File: src/rtl/instr_fetch_ctrl_if.sv
// Fetch-side bus: instruction memory port plus decode handshake.
// Master is the fetch controller, slave is the memory/decode side.
interface instr_fetch_ctrl_if;
    logic [31:0] imem_addr;
    logic [31:0] imem_rdata;
    logic        instr_valid;
    logic        instr_ready;
    logic [31:0] instr_out;
    logic [31:0] instr_pc;

    modport master (
        output imem_addr,
        input  imem_rdata,
        output instr_valid,
        input  instr_ready,
        output instr_out,
        output instr_pc
    );

    modport slave (
        input  imem_addr,
        output imem_rdata,
        input  instr_valid,
        output instr_ready,
        input  instr_out,
        input  instr_pc
    );
endinterface

File: src/rtl/instr_fetch_ctrl.sv
// Instruction fetch controller: owns the PC, reads a combinational
// instruction memory and buffers words in a prefetch FIFO for decode.
module instr_fetch_ctrl #(
    parameter int          DEPTH     = 4,
    parameter logic [31:0] RESET_PC  = 32'h0000_0000,
    parameter int          MEM_WORDS = 7
) (
    input  logic                       clk,
    input  logic                       rst_n,
    input  logic                       start,
    input  logic                       redirect_valid,
    input  logic [31:0]                redirect_pc,
    instr_fetch_ctrl_if.master         bus,
    output logic                       fault,
    output logic [31:0]                fault_pc,
    output logic [$clog2(DEPTH):0]     fifo_count
);

    localparam int PW = $clog2(DEPTH);
    localparam int CW = PW + 1;
    localparam logic [29:0] MEM_LIM = 30'(MEM_WORDS);
    localparam logic [CW-1:0] FULL = CW'(DEPTH);

    typedef enum logic [1:0] {
        IDLE,
        FETCH,
        FAULT
    } state_t;

    state_t          state_q, state_d;
    logic [31:0]     pc_q, pc_d;
    logic [CW-1:0]   count_q, count_d;
    logic [PW-1:0]   rd_ptr_q, rd_ptr_d;
    logic [PW-1:0]   wr_ptr_q, wr_ptr_d;
    logic            fault_q, fault_d;
    logic [31:0]     fault_pc_q, fault_pc_d;
    logic [31:0]     ins_q [DEPTH];
    logic [31:0]     ins_d [DEPTH];
    logic [31:0]     ipc_q [DEPTH];
    logic [31:0]     ipc_d [DEPTH];

    logic pop;
    logic push;
    logic in_range;

    assign pop      = (count_q != '0) && bus.instr_ready;
    assign push     = (state_q == FETCH) && ((count_q != FULL) || pop);
    assign in_range = pc_q[31:2] < MEM_LIM;

    // Next state, PC, FIFO bookkeeping and fault tracking.
    always_comb begin
        state_d    = state_q;
        pc_d       = pc_q;
        count_d    = count_q;
        rd_ptr_d   = rd_ptr_q;
        wr_ptr_d   = wr_ptr_q;
        fault_d    = fault_q;
        fault_pc_d = fault_pc_q;
        ins_d      = ins_q;
        ipc_d      = ipc_q;

        if (redirect_valid) begin
            count_d  = '0;
            rd_ptr_d = '0;
            wr_ptr_d = '0;
            fault_d  = 1'b0;
            pc_d     = redirect_pc;
            if (redirect_pc[1:0] == 2'b00) begin
                state_d = FETCH;
            end else begin
                state_d    = FAULT;
                fault_d    = 1'b1;
                fault_pc_d = redirect_pc;
            end
        end else begin
            unique case (state_q)
                IDLE: begin
                    if (start) begin
                        state_d = FETCH;
                    end
                end
                FETCH: begin
                    if (push && in_range) begin
                        ins_d[wr_ptr_q] = bus.imem_rdata;
                        ipc_d[wr_ptr_q] = pc_q;
                        wr_ptr_d        = wr_ptr_q + 1'b1;
                        pc_d            = pc_q + 32'd4;
                    end else if (push) begin
                        state_d    = FAULT;
                        fault_d    = 1'b1;
                        fault_pc_d = pc_q;
                    end
                end
                default: begin
                end
            endcase

            if (pop) begin
                rd_ptr_d = rd_ptr_q + 1'b1;
            end
            count_d = count_q
                    + CW'(push && in_range)
                    - CW'(pop);
        end
    end

    // State and FIFO registers with async clear.
    always_ff @(posedge clk or negedge rst_n) begin
        if (!rst_n) begin
            state_q    <= IDLE;
            pc_q       <= RESET_PC;
            count_q    <= '0;
            rd_ptr_q   <= '0;
            wr_ptr_q   <= '0;
            fault_q    <= 1'b0;
            fault_pc_q <= '0;
            for (int i = 0; i < DEPTH; i++) begin
                ins_q[i] <= '0;
                ipc_q[i] <= '0;
            end
        end else begin
            state_q    <= state_d;
            pc_q       <= pc_d;
            count_q    <= count_d;
            rd_ptr_q   <= rd_ptr_d;
            wr_ptr_q   <= wr_ptr_d;
            fault_q    <= fault_d;
            fault_pc_q <= fault_pc_d;
            ins_q      <= ins_d;
            ipc_q      <= ipc_d;
        end
    end

    assign bus.imem_addr   = pc_q;
    assign bus.instr_valid = (count_q != '0);
    assign bus.instr_out   = ins_q[rd_ptr_q];
    assign bus.instr_pc    = ipc_q[rd_ptr_q];
    assign fault           = fault_q;
    assign fault_pc        = fault_pc_q;
    assign fifo_count      = count_q;

endmodule

File: src/flat_wrapper.sv
// flat-port wrapper written by rule: the top's interface ports become plain ports
module instr_fetch_ctrl_flat 
#(
    parameter int          DEPTH     = 4,
    parameter logic [31:0] RESET_PC  = 32'h0000_0000,
    parameter int          MEM_WORDS = 7
)
  (clk, rst_n, start, redirect_valid, redirect_pc, fault, fault_pc, fifo_count, bus_imem_addr, bus_imem_rdata, bus_instr_valid, bus_instr_ready, bus_instr_out, bus_instr_pc);
  instr_fetch_ctrl_if bus_i ();
  input  logic clk;
  input  logic rst_n;
  input  logic start;
  input  logic redirect_valid;
  input  logic [31:0] redirect_pc;
  output logic fault;
  output logic [31:0] fault_pc;
  output logic [$clog2(DEPTH):0] fifo_count;
  output wire logic [$bits(bus_i.imem_addr)-1:0] bus_imem_addr;
  input wire logic [$bits(bus_i.imem_rdata)-1:0] bus_imem_rdata;
  output wire logic [$bits(bus_i.instr_valid)-1:0] bus_instr_valid;
  input wire logic [$bits(bus_i.instr_ready)-1:0] bus_instr_ready;
  output wire logic [$bits(bus_i.instr_out)-1:0] bus_instr_out;
  output wire logic [$bits(bus_i.instr_pc)-1:0] bus_instr_pc;
  assign bus_imem_addr = bus_i.imem_addr;
  assign bus_i.imem_rdata = bus_imem_rdata;
  assign bus_instr_valid = bus_i.instr_valid;
  assign bus_i.instr_ready = bus_instr_ready;
  assign bus_instr_out = bus_i.instr_out;
  assign bus_instr_pc = bus_i.instr_pc;
  instr_fetch_ctrl #(.DEPTH(DEPTH), .RESET_PC(RESET_PC), .MEM_WORDS(MEM_WORDS)) u_core (.clk(clk), .rst_n(rst_n), .start(start), .redirect_valid(redirect_valid), .redirect_pc(redirect_pc), .bus(bus_i), .fault(fault), .fault_pc(fault_pc), .fifo_count(fifo_count));
endmodule
File: config.mk
export PLATFORM = sky130hd
export DESIGN_NAME = instr_fetch_ctrl_flat
export DESIGN_NICKNAME = d
export VERILOG_FILES = /design/src/rtl/instr_fetch_ctrl_if.sv /design/src/rtl/instr_fetch_ctrl.sv /design/src/flat_wrapper.sv
export SDC_FILE = /design/constraint.sdc
export NUM_CORES = 1
export LEC_CHECK = 0
export CORE_ASPECT_RATIO = 0.9
export CORE_MARGIN = 3
export CORE_UTILIZATION = 55
export CTS_BUF_LIST = sky130_fd_sc_hd__clkbuf_4
export DETAILED_ROUTE_END_ITERATION = 10
export HOLD_SLACK_MARGIN = 0.08
export PLACE_DENSITY = 0.79
export SLEW_MARGIN = 0
export SYNTH_ARGS = -nofsm -noshare
export SYNTH_HDL_FRONTEND = slang
export SYNTH_SLANG_ARGS = --single-unit
File: constraint.sdc
create_clock -name clk -period 2.6 [get_ports clk]
set_input_delay 0.52 -clock clk [delete_from_list [all_inputs] [get_ports clk]]
set_output_delay 0.52 -clock clk [all_outputs]
set_load 0.01 [all_outputs]
== After elaboration in Yosys (flattened, before gate mapping) ==
Cells that the tools add are included.
Word-level totals
  register bits after elaboration: 330
  bits of input ports: 69
  logic and storage cells: 87
Operators by class
  reductions and logical operators: 18
  equal/unequal tests: 7
  mux-type cells: 35
  bitwise logic cells: 3
  $lt $le $gt $ge: 4
  $add $sub $neg: 5
Operators with widths (count)
  32-bit two-way mux: 13
  128-bit bitwise mux: 2
  32-bit binary-select mux with 2-bit select: 2
  32-bit demux with 2-bit select: 1
  32-bit by 3-bit adder with 32-bit output, second input constant: 1
  30-bit by 3-bit less-than comparator with 1-bit output, second input constant: 1
  2-bit two-way mux: 10
  3-bit != test, second input constant: 3
  4-bit AND reduction: 2
  2-bit nonzero test: 4
  3-bit greater-or-equal comparator, second input constant: 2
  2-bit inverter with 3-bit output: 2
  3-bit AND reduction: 2
  3-bit nonzero test: 2
  1-bit two-way mux: 5
  2-bit by 1-bit adder with 2-bit output, second input constant: 2
  1-bit logical AND: 4
  2-bit zero test: 2
  2-bit != test, second input constant: 2
  2-bit case mux with 2 select lines: 1
  3-bit by 1-bit adder with 3-bit output: 1
  3-bit by 1-bit less-than comparator with 1-bit output, second input constant: 1
  3-bit two-way mux: 1
  3-bit by 2-bit != test with 1-bit output, second input constant: 1
  5 further kinds: 5

== Depth between registers and ports, before layout ==
Gate-level depths: netlist (run 1).
  depth in word-level cells: 8
  depth in mapped cells: 11
  gate-level depth less buffers: 10

== Worst setup path after synthesis (run 1) ==
Ideal clock, no wire load.
  path type: flip-flop to flip-flop
  from: reg u_core.pc_q[14], in the netlist u_core.bus.imem_addr[14]
  to: reg u_core.count_q[2], in the netlist u_core.fifo_count[2]
  required time: 2.468 ns
  library setup time: 0.132 ns
  path buffers: 1
  period minus slack after synthesis: 2.489 ns
  arrival: 2.357 ns
  slack: 0.111 ns
  stages on the path, launching flop included: 11
  cell sequence: dfrtp_1 > nor4_1 > nand4_1 > buf_4 > nor3_1 > ha_1 > inv_1 > fa_1 > xor2_1 > xnor2_1 > nor2_1
On the way
  word-level cells in the longest chain between the ends: 5
Ends and longest elaborated chain
  start: declaration: RTL line instr_fetch_ctrl.sv:31  | logic [31:0] pc_q, pc_d;
  start signal: assignment: RTL line instr_fetch_ctrl.sv:123  | pc_q <= pc_d;
  30-bit by 3-bit less-than comparator with 1-bit output: RTL line instr_fetch_ctrl.sv:48  | assign in_range = pc_q[31:2] < MEM_LIM;
  1-bit logical AND: RTL line instr_fetch_ctrl.sv:102  | + CW'(push && in_range)
  3-bit by 1-bit adder with 3-bit output: RTL line instr_fetch_ctrl.sv:102
  3-bit by 1-bit subtractor with 3-bit output: RTL line instr_fetch_ctrl.sv:103  | - CW'(pop);
  3-bit two-way mux: RTL line instr_fetch_ctrl.sv:62  | if (redirect_valid) begin
  named net u_core.count_d[2]: RTL line instr_fetch_ctrl.sv:32  | logic [CW-1:0] count_q, count_d;
  end signal: assignment: RTL line instr_fetch_ctrl.sv:124  | count_q <= count_d;
  end: declaration: RTL line instr_fetch_ctrl.sv:32
The timed path passes the listed nets, and every way through them passes these cells.
A chain may end at the register's enable or synchronous reset.

== Final worst setup path (run 1) ==
  from: reg u_core.rd_ptr_q[0]
  to: out bus_instr_pc[22]
On the way
  word-level cells in the longest chain between the ends: 4
Ends and longest elaborated chain
  start: declaration: RTL line instr_fetch_ctrl.sv:33  | logic [PW-1:0] rd_ptr_q, rd_ptr_d;
  start signal: assignment: RTL line instr_fetch_ctrl.sv:125  | rd_ptr_q <= rd_ptr_d;
  2-bit inverter with 3-bit output (implied by the code): RTL line instr_fetch_ctrl.sv:137  | assign bus.instr_pc = ipc_q[rd_ptr_q];
  32-bit binary-select mux with 2-bit select: RTL line instr_fetch_ctrl.sv:137
  32-bit two-way mux (implied by the code) (2 in a row): RTL line instr_fetch_ctrl.sv:137
  end: declaration: RTL line flat_wrapper.sv:23  | output wire logic [$bits(bus_i.instr_pc)-1:0] bus_instr_pc;
No other way between the ends. The select of a mux whose other input is x is not followed.

==> results of run 1 <==
-- final timing paths --
| path | start | to | cells after the start |
|---|---|---|---|
| max | u_core.rd_ptr_q[0] | bus_instr_pc[22] | 5 |
| min | redirect_valid | u_core.fault_pc[1] | 4 |
| max reg2reg | u_core.bus.imem_addr[11] | u_core.ins_q[33] | 7 |
| min reg2reg | u_core.ipc_q[55] | u_core.ipc_q[55] | 1 |
| max in group asynchronous | rst_n | u_core.ins_q[78] | 4 |
| min in group asynchronous | rst_n | u_core.ipc_q[114] | 2 |
-- power groups by stage --
stage          Sequential (uW)  Clock (uW)  Combinational (uW)
3_5_place_dp              5540           0                1960
5_1_grt                   5480        4500                2670
3_3_place_gp              5540           0                1930
4_1_cts                   5460        4200                2570
2_1_floorplan             5560           0                 974
6_report                  5460        4070                2490
-- layer usage --
layer / vias to the layer above / GRT usage, % / share of wire (%)
met3: 46 / 6.671 / 6.5
met4: 0 / 7.017 / 1.7
met5: - / 0 / 0
met2: 310 / 37.80 / 48
met1: 4947 / 34.50 / 44
li1: 4195 / - / -
-- layout make-up --
class / count / area (um2) / area share (%)
clock buffer: 117 / 878.3 / 4.774
tap: 342 / 427.9 / 2.326
sequential: 330 / 8265 / 44.92
clock inverter: 11 / 73.82 / 0.4012
inverter: 7 / 26.28 / 0.1428
multi-input combinational: 586 / 5684 / 30.89
timing repair buffer: 287 / 3042 / 16.53
antenna: 1 / 2.502 / 0.01360
-- sequential cells by signal, indices dropped and copies added, names as in the netlist --
| register | count |
|---|---|
| u_core.ins_q | 128 |
| u_core.state_q | 2 |
| u_core.fifo_count | 3 |
| u_core.fault | 1 |
| u_core.bus.imem_addr | 32 |
| u_core.fault_pc | 32 |
| u_core.rd_ptr_q | 2 |
| u_core.ipc_q | 128 |
| u_core.wr_ptr_q | 2 |
-- metrics by stage --
step                TNS (ps)  total power (uW)
floorplan                  0              6535
detailed placement    -13430              7497
global placement       -7240              7470
CTS                    -7525             12220
global route          -10680             12650
finish                 -2095             12020
-- cells in the mapped netlist --
| cell type | count |
|---|---|
| dfrtp_1 | 330 |
| mux2_2 | 168 |
| nor2b_1 | 128 |
| nand2_1 | 73 |
| mux4_2 | 64 |
| clkbuf_1 | 33 |
| a21oi_1 | 30 |
| a221o_1 | 28 |
| and2b_1 | 12 |
| buf_1 | 11 |
| buf_6 | 11 |
| mux2_1 | 11 |
| nor2_1 | 11 |
| buf_2 | 8 |
| ha_1 | 7 |
| inv_1 | 7 |
| nor4_1 | 6 |
| o21ai_0 | 6 |
| nand4_1 | 4 |
| nor4_4 | 4 |
| o221ai_1 | 4 |
| nor3_1 | 3 |
| o31ai_1 | 3 |
| a22oi_1 | 2 |
| a31oi_1 | 2 |
| and4_1 | 2 |
| buf_4 | 2 |
| or2_2 | 2 |
| xnor2_1 | 2 |
| xor2_1 | 2 |
| a211o_1 | 1 |
| a311o_1 | 1 |
| a31o_2 | 1 |
| and2_1 | 1 |
| fa_1 | 1 |
| nand2b_1 | 1 |
| nor4b_1 | 1 |
| o22ai_1 | 1 |
| o311ai_0 | 1 |
| o31a_1 | 1 |
| or3_1 | 1 |
| or4_1 | 1 |
-- what timing repair did --
action / 4_1_cts / 5_1_grt
resized for setup: 308 / 17
setup buffers: 11 / 6
hold buffers: 1 / 0
pin swaps: 0 / 3
setup endpoints to repair: 66 / 187
gates cloned: 6 / 4
endpoints found under the hold margin: 57 / 0
-- critical path, delay by kind of cell, from the launching register on --
kind	cells	cell delay (ps)
buf+inv	4	560
flops	1	520
mux	1	450
-- kinds of logic (layout without fill, tap and decap cells) --
logic type,count (synthesis),count (layout)
AND/OR/NAND/NOR,250,250
multiplexers,243,243
AO/OA/AOI/OAI,81,81
flip-flops,330,330
adder cells (fa/ha/maj),8,8
XOR/XNOR,4,4
buffers and inverters,72,422
other,0,1
==> summary.md, run 1 <==
| Metric | Value |
|---|---|
| Clk buf depth | `3` |
| Final non-filler cell area | `18400 um2` |
| Post-synth top area share | `57.92%` |
| Fmax | `around 370 MHz` |
| Relative slew slack | `55.95%` |
| Reg2reg setup slack | `40 ps` |
| Simple-gate area share of the yosys netlist | `10.06%` |
| Initial core utilization | `between 50% and 60%` |
| Fillcell total | `1705` |
| Count of buffers from port buffering | `201` |
| Adder-cell area share of the yosys netlist | `0.7547%` |
| Syn Area/Cell | `roughly 14 um2` |
| Hold Violations, Final | `0` |
| Die width | `175.7 um` |
| Setup WS post-layout | `-128.6 ps` |
| Sw frac | `26.47%` |
| Syn_nets | `1065` |
| Initial DRC count | `572` |
| Cts bufs inserted | `82` |
| Mux contribution to synthesized area | `24.25%` |
| Final nets | `1371` |
| Clk network pwr share | `about a third` |
| DRC | `0` |
| Site Rows | `55` |
| Slew Limit Fails | `0` |
| Max incr delay on CP | `520 ps` |
| Seq/Total Area, Yosys | `57.92%` |
| Run status | `finished with violations` |
| Required time worst endpoint | `~2100 ps` |
| Average vias per placed instance | `roughly 5.7` |
| Clk_skew | `roughly 45 ps` |
| Mapped Cells | `988` |
| Failing checks | `negative setup slack` |
| P&R area growth vs syn | `29.04%` |
| Clock network latency to the later pin of the worst-skew pair | `690 ps` |
| Cell Chain, Critical Path | `buf_12 -> buf_12 -> buf_16 -> mux4_2 -> buf_6` |
| Layout cells sized above 1 | `39.24%` |
| Largest net degree at the start of global routing | `66` |
| Setup Viol. Count Final | `53` |
| Final cell count without fillers | `1681` |
| Power per cell area | `between 600 and 700 nW/um2` |
| Initial antenna violation count | `1` |
| Area leader, netlist | `dfrtp_1` |
| Leakage | `approximately 0.0089 uW` |
| Synth Area in Compound Gates | `4.186%` |
| Peak supply drop | `~0.42 mV` |
| Register share of total power | `45.4%` |
| Post-synth cell types | `42` |
| Grt total ovfl | `0` |
| First-pass GRT wire length | `54640 um` |
| #FFs+latches synth | `330` |
| CTS Sinks | `between 300 and 400` |
| Largest cells by area after synthesis | `dfrtp_1 (58%), mux2_2 (13%), mux4_2 (10%)` |
| Setup crit start kind | `flop` |
| CTS clk-pin slew, worst paths | `around 80 ps` |
| NetSw | `about 3200 uW` |
| XOR/XNOR Fraction of Synth Area | `0.2457%` |
| WS Path Type | `flop to output pin` |
| DRT Pass-1 Iters | `5` |
| Internal power | `8841 uW` |
| Vias in the first global route | `10180` |
| Most common cell after layout, fill and taps aside | `dfrtp_1` |
| Clock Tree Root | `clkbuf_4` |
| Comb pwr share | `20.7%` |
| Post-Route WL | `around 34000 um` |
| Total GRT Usage | `between 20% and 30%` |
| CORE AREA | `25320 um2` |
| DRT antenna net count | `0` |
| RSZ-0062 raised after global routing | `true` |
| Slew @ Worst Pin | `~660 ps` |
| Synthesized area | `14260 um2` |
| Worst Setup End Kind | `output pin` |
| Critical path peak fanout | `6` |
| Period Utilization, post-route | `104.9%` |
| H-tree levels | `3` |
| Die area | `~28000 um2` |
| Synth warn | `0` |
| Routability cong. | `0.8266` |
| Core Util, Final | `around 73%` |
| Via count | `9498` |
| Place WS | `-232.0 ps` |
| Wirelength per Cell | `20.23 um` |
| Boundary Pins | `around 200` |
| Cell count after placement | `1527` |
| Most used cell, CP | `buf_12` |
| Crit path DAT | `2210 ps` |
| Dpl cell area | `17040 um2` |
| Most frequent cells in the layout | `dfrtp_1 (328), mux2_2 (168), clkdlybuf4s50_1 (134)` |
| Worst hold margin | `roughly 360 ps` |
| Hold Crit Class | `primary input to flop` |
| Largest family of logic cells by synthesized area | `multiplexers` |
| Min cycle time layout | `2729 ps` |
| Max-Cap Viols | `0` |
| CP max-delay cell | `dfrtp_4` |
| CTS tree | `yes` |
| Dpl hpwl | `21290 um` |
| Die extent in y | `around 160 um` |
No activity file was read; power rests on OpenSTA's default activity.
==> inputs of run 2 (changes only) <==
--- a/config.mk
+++ b/config.mk
@@ -10,7 +10,7 @@
 export CORE_UTILIZATION = 55
 export CTS_BUF_LIST = sky130_fd_sc_hd__clkbuf_4
 export DETAILED_ROUTE_END_ITERATION = 10
-export HOLD_SLACK_MARGIN = 0.08
+export HOLD_SLACK_MARGIN = 0.06
 export PLACE_DENSITY = 0.79
 export SLEW_MARGIN = 0
 export SYNTH_ARGS = -nofsm -noshare
==> constraint.sdc (replaced) <==
create_clock -name clk -period 3.5 [get_ports clk]
set_input_delay 0.7 -clock clk [delete_from_list [all_inputs] [get_ports clk]]
set_output_delay 0.7 -clock clk [all_outputs]
set_load 0.01 [all_outputs]
==> run 2 against run 1 <==
The flow now finishes without violations. Critical endpoint is now bus_instr_pc[28]. Power shrank 28%. First-iteration DRC count shrank 14%. Global-route usage shrank 0.88 points. Highest routed layer unchanged. Largest power group unchanged.
==> summary.md, run 2 (synthesized netlist as in run 1, its figures left out) <==
| Metric | Value |
|---|---|
| RSZ-0062 raised after global routing | `false` |
| Dpl hpwl | `20040 um (-5.9%)` |
| Site Rows | `55 (unchanged)` |
| Clk buf depth | `3 (unchanged)` |
| Max incr delay on CP | `680 ps (+160 ps)` |
| Power per cell area | `485.6 nW/um2 (-26%)` |
| Crit path DAT | `2530 ps (+320 ps)` |
| DRC | `0 (unchanged)` |
| Wirelength per Cell | `19.89 um (-1.7%)` |
| Die area | `27900 um2 (unchanged)` |
| Average vias per placed instance | `5.653 (about the same)` |
| Slew @ Worst Pin | `967.8 ps (+307.0 ps)` |
| Period Utilization, post-route | `92.38%` |
| Max-Cap Viols | `0 (unchanged)` |
| Count of buffers from port buffering | `201 (unchanged)` |
| DRT Pass-1 Iters | `5 (unchanged)` |
| CP bufs+invs | `2 (-2)` |
| Worst hold path startpoint | `u_core.ipc_q[61]` |
| Setup Viol. Count Final | `0 (-100%)` |
| Initial antenna violation count | `2 (+1)` |
| CTS tree | `yes` |
| CP startpoint | `u_core.rd_ptr_q[1]` |
| Setup WS post-layout | `266.6 ps (+395.2 ps)` |
| Worst path top cell family by delay | `buffers and inverters` |
| Min cycle time layout | `3233 ps` |
| Clk_skew | `53.80 ps (+8.427 ps)` |
| P&R area growth vs syn | `24.95%` |
| Worst Setup End Kind | `output pin` |
| Top Registers | `u_core.ins_q: 128 flops, u_core.ipc_q: 128 flops` |
| Fillcell total | `1745 (+2.3%)` |
| Die extent in y | `158.8 um (unchanged)` |
| Final nets | `1319 (-3.8%)` |
| Largest net degree at the start of global routing | `78 (+18%)` |
| Clock Tree Root | `clkbuf_4` |
| Run status | `finished clean` |
| Most frequent cells in the layout | `dfrtp_1 (328), clkdlybuf4s50_1 (199), mux2_2 (168)` |
| Die width | `175.7 um (unchanged)` |
| Total GRT Usage | `23.58% (-0.88 points)` |
| Via count | `9276 (-2.3%)` |
| Setup crit start kind | `flop` |
| Critical path peak fanout | `27 (+21)` |
| CP max-delay cell | `dfrtp_4` |
| GR peak layer | `met2` |
| First-pass GRT wire length | `52990 um (-3.0%)` |
| Routability cong. | `0.8481 (+2.6%)` |
| Boundary Pins | `202 (unchanged)` |
| Cell Chain, Critical Path | `buf_12 -> mux4_2 -> clkdlybuf4s50_1` |
| Required time worst endpoint | `2800 ps (+720 ps)` |
| Cts bufs inserted | `84 (+2.4%)` |
| Sum Neg Setup Slack | `0 ps (+2095 ps)` |
| Initial core utilization | `56.30% (unchanged)` |
| Fmax | `309.3 MHz` |
| H-tree levels | `3 (unchanged)` |
| Hold Violations, Final | `0 (unchanged)` |
| Worst hold margin | `480.8 ps (+119.2 ps)` |
| Grt total ovfl | `0 (unchanged)` |
| CORE AREA | `25320 um2 (unchanged)` |
| Initial DRC count | `491 (-14%)` |
| Clock network latency to the later pin of the worst-skew pair | `700 ps (about the same)` |
| FF-to-FF Start | `u_core.bus.imem_addr[26]` |
| CTS Sinks | `330 (unchanged)` |
| Slew Limit Fails | `0 (unchanged)` |
| Hold Crit Class | `flop to flop` |
| GR Util met2 | `37.33% (-0.48 points)` |
| Most common cell after layout, fill and taps aside | `dfrtp_1` |
| DRT antenna net count | `0 (unchanged)` |
| Place WS | `385.2 ps (+617.2 ps)` |
| Leakage | `0.008359 uW (-5.8%)` |
| Peak supply drop | `0.2912 mV (-30%)` |
| Met3 Usage GRT | `6.552% (-0.12 points)` |
| Relative slew slack | `35.47% (-20 points)` |
| Layout cells sized above 1 | `30.92% (-8.3 points)` |
| CTS clk-pin slew, worst paths | `70 ps (about the same)` |
| Post-Route WL | `32630 um (-4.1%)` |
| Cts repair resizes | `0 (-100%)` |
| Vias in the first global route | `10130 (-0.46%)` |
| WS Path Type | `flop to output pin` |
| Met1 GRT Util | `31.89% (-2.6 points)` |
==> run 2: changes by cell type in the layout (fill, tap and decap cells not counted), sizes merged <==
cell	change
clkdlybuf4s50	+65
clkinv	+10
diode	+1
dlygate4sd2	-1
buf	-114
inv	-1
bufinv	+1
clkbuf	-1
==> run 2: cell type report <==
cell class	instances	area (um2)	share of cell area (%)
clock inverters	21	131.4	0.7374
clock buffers	120	900.9	5.057
well taps	342	427.9	2.402
diodes	2	5.005	0.02809
flip-flops and latches	330	8265	46.39
repair buffers	233	2417	13.57
inverters	7	26.28	0.1475
multi-input cells	586	5642	31.67
==> run 2: worst paths after layout <==
kind	slack (ps)	endpoint	cells after the start
min in group asynchronous	550	u_core.ipc_q[82]	2
min reg2reg	480	u_core.ipc_q[61]	1
min	480	u_core.ipc_q[61]	1
max	270	bus_instr_pc[28]	3
max reg2reg	670	u_core.fifo_count[2]	10
max in group asynchronous	2110	u_core.ipc_q[100]	3
==> run 2: per-layer routing <==
layer | up-vias | part of all wire, %
met5 | - | 0
met4 | 0 | 2.0
met3 | 58 | 6.5
met2 | 286 | 48
met1 | 4833 | 43
li1 | 4099 | -
==> run 2: what timing repair did <==
item,in CTS,in global routing
setup endpoints to repair,29,12
endpoints found under the hold margin,69,0
setup buffers,2,1
hold buffers,1,0
==> run 2: through the flow <==
step                      power [uW]  instances  area [um2]  util [%]
after floorplan                 4855        988       14260         -
after global placement          5488       1494       16730     66.08
after detailed placement        5498       1494       16730     66.08
after CTS                       8767       1638       17790     70.25
after global routing            9089       1641       17820     70.35
final                           8651       1641       17820     70.35
==> run 2: where the power goes <==
part	switching, uW	internal [uW]	leakage, uW	total (uW)
logic	643	712	0.00327	1360
clock network	1490	1710	0.000616	3200
registers	161	3930	0.00447	4090
==> inputs of run 3 (changes only) <==
--- a/config.mk
+++ b/config.mk
@@ -10,6 +10,7 @@
 export CORE_UTILIZATION = 55
 export CTS_BUF_LIST = sky130_fd_sc_hd__clkbuf_4
 export DETAILED_ROUTE_END_ITERATION = 10
+export GPL_TIMING_DRIVEN = 0
 export HOLD_SLACK_MARGIN = 0.06
 export PLACE_DENSITY = 0.79
 export SLEW_MARGIN = 0
==> run 3 against run 2 <==
Non-clock buffer count grew 35. Utilization grew 0.27 points. Register-to-register slack lost 390 ps. Count of clock-buffer cells in the layout grew 2. Cell area grew 0.38%. Critical path depth grew 1. Critical endpoint is now bus_instr_out[14]. Largest power group unchanged. First-iteration DRC count grew 8.4%. Hold slack lost 400 ps.
==> summary.md, run 3 (synthesized netlist as in run 1, its figures left out) <==
| Metric | Value |
|---|---|
| Die width | `175.7 um (unchanged)` |
| CTS clk-pin slew, worst paths | `60 ps (about the same)` |
| Critical path peak fanout | `10 (-63%)` |
| Slew Limit Fails | `0 (unchanged)` |
| Most common cell after layout, fill and taps aside | `dfrtp_1` |
| CTS Sinks | `330 (unchanged)` |
| Cts repair resizes | `32 (+32)` |
| Crit path DAT | `2600 ps (+70 ps)` |
| FF-to-FF Start | `u_core.bus.imem_addr[19]` |
| Count of buffers from port buffering | `201 (unchanged)` |
| Relative slew slack | `30.48% (-5.0 points)` |
| DRC | `0 (unchanged)` |
| Area of the multi-input gates | `5630 um2 (-0.20%)` |
| Peak supply drop | `0.3482 mV (+20%)` |
| Total GRT Usage | `24.34% (+0.75 points)` |
| Post-Route WL | `32890 um (+0.80%)` |
| DRT antenna net count | `0 (unchanged)` |
| Run status | `finished clean` |
| Via count | `9266 (-0.11%)` |
| Dpl hpwl | `21880 um (+9.2%)` |
| Cts bufs inserted | `84 (unchanged)` |
| Hold buffer count at cts | `0 (-1)` |
| Fmax | `302.9 MHz (-2.1%)` |
| Reg2reg setup slack | `280 ps (-390 ps)` |
| CORE AREA | `25320 um2 (unchanged)` |
| Worst Setup End Kind | `output pin` |
| DRT Pass-1 Iters | `5 (unchanged)` |
| Largest net degree at the start of global routing | `125 (+60%)` |
| Vias in the first global route | `10170 (+0.35%)` |
| Clk_skew | `46.96 ps (-6.839 ps)` |
| Sum Neg Setup Slack | `0 ps (unchanged)` |
| Setup WS post-layout | `198.8 ps (-67.84 ps)` |
| Clk buf depth | `3 (unchanged)` |
| Hold Violations, Final | `0 (unchanged)` |
| Site Rows | `55 (unchanged)` |
| Initial DRC count | `532 (+8.4%)` |
| Boundary Pins | `202 (unchanged)` |
| Power consumption | `8777 uW (+1.4%)` |
| P&R area growth vs syn | `25.42%` |
| Wirelength per Cell | `19.64 um (-1.2%)` |
| Max-Cap Viols | `0 (unchanged)` |
| Setup crit start kind | `flop` |
| Reg2Reg Depth | `6 (-4)` |
| Grt total ovfl | `0 (unchanged)` |
| Postcts setup bufs | `0 (-2)` |
| CTS tree | `yes` |
| Clock Tree Root | `clkbuf_4` |
| Top Registers | `u_core.ins_q: 128 flops, u_core.ipc_q: 128 flops` |
| FF-to-FF End | `u_core.ins_q[113]` |
| Average vias per placed instance | `5.532 (-2.1%)` |
| Power per cell area | `490.8 nW/um2 (+1.1%)` |
| Register area | `8258 um2 (about the same)` |
| RSZ-0062 raised after global routing | `false` |
| H-tree levels | `3 (unchanged)` |
| Clock network latency to the later pin of the worst-skew pair | `690 ps (about the same)` |
| Period Utilization, post-route | `94.32% (+1.9 points)` |
| Final nets | `1354 (+2.7%)` |
| WS Path Type | `flop to output pin` |
| Min cycle time layout | `3301 ps (+67.84 ps)` |
| Setup Viol. Count Final | `0 (unchanged)` |
| Die extent in y | `158.8 um (unchanged)` |
| First-pass GRT wire length | `54530 um (+2.9%)` |
| Fillcell total | `1859 (+6.5%)` |
| Most frequent cells in the layout | `dfrtp_1 (330), clkdlybuf4s50_1 (200), mux2_2 (168)` |
| Slew @ Worst Pin | `1035 ps (+67.27 ps)` |
| Initial antenna violation count | `1 (-1)` |
| Leakage | `0.008421 uW (+0.74%)` |
| Place WS | `-176.1 ps (-561.3 ps)` |
| Routability cong. | `0.8488 (about the same)` |
| Hold Crit Class | `primary input to async pin` |
| Required time worst endpoint | `2800 ps (about the same)` |
| Die area | `27900 um2 (unchanged)` |
| Initial core utilization | `56.30% (unchanged)` |
| Layout cells sized above 1 | `30.48% (-0.44 points)` |
-- run 3: power by group --
group | internal (uW) | total, uW | switching, uW
sequential | 3930 | 4060 | 130
combinational | 705 | 1390 | 684
clock | 1810 | 3330 | 1520
-- run 3: stage by stage --
stage / area [um2] / utilization (%) / hold WS (ps) / cells
finish: 17880 / 70.62 / 76.01 / 1675
global route: 17880 / 70.62 / 100.8 / 1675
CTS: 17870 / 70.58 / 85.61 / 1674
detailed placement: 16760 / 66.18 / 470.3 / 1533
global placement: 16700 / 65.94 / 462.3 / 1531
floorplan: 14260 / - / 404.4 / 988
-- run 3: layout make-up --
cell class / instances / share of cell area, %
antenna: 1 / 0.01399
sequential: 330 / 46.18
inverter: 7 / 0.1469
buffer: 65 / 2.190
clock inverter: 19 / 0.8885
tap: 342 / 2.393
clock buffer: 122 / 5.121
multi-input combinational: 586 / 31.48
timing repair buffer: 203 / 11.59
-- run 3: how the worst max path moves through the flow --
| stage | start | endpoint | slack [ps] | depth (start not counted) |
|---|---|---|---|---|
| after detailed placement | u_core.rd_ptr_q[0] | bus_instr_out[14] | -180 | 4 |
| after floorplan | u_core.rd_ptr_q[0] | bus_instr_out[0] | 870 | 3 |
| after global placement | rst_n | u_core.ins_q[21] | -12410 | 1 |
| final | u_core.rd_ptr_q[1] | bus_instr_out[14] | 200 | 4 |
| after global routing | u_core.rd_ptr_q[0] | bus_instr_out[30] | 50 | 4 |
| after CTS | u_core.rd_ptr_q[0] | bus_instr_out[30] | 6 | 4 |
-- run 3: critical path, cell delays in order (launching register included) --
cell	delay, ps
dfrtp_1	340
clkbuf_2	310
clkbuf_2	390
mux4_2	380
clkdlybuf4s50_1	500
-- run 3: layer usage --
metal	up-vias	share of wire, %	GRT usage, %
li1	4173	-	-
met1	4771	44	34.15
met2	278	47	37.50
met3	44	7.0	7.341
met4	0	1.4	6.513
met5	-	0	0
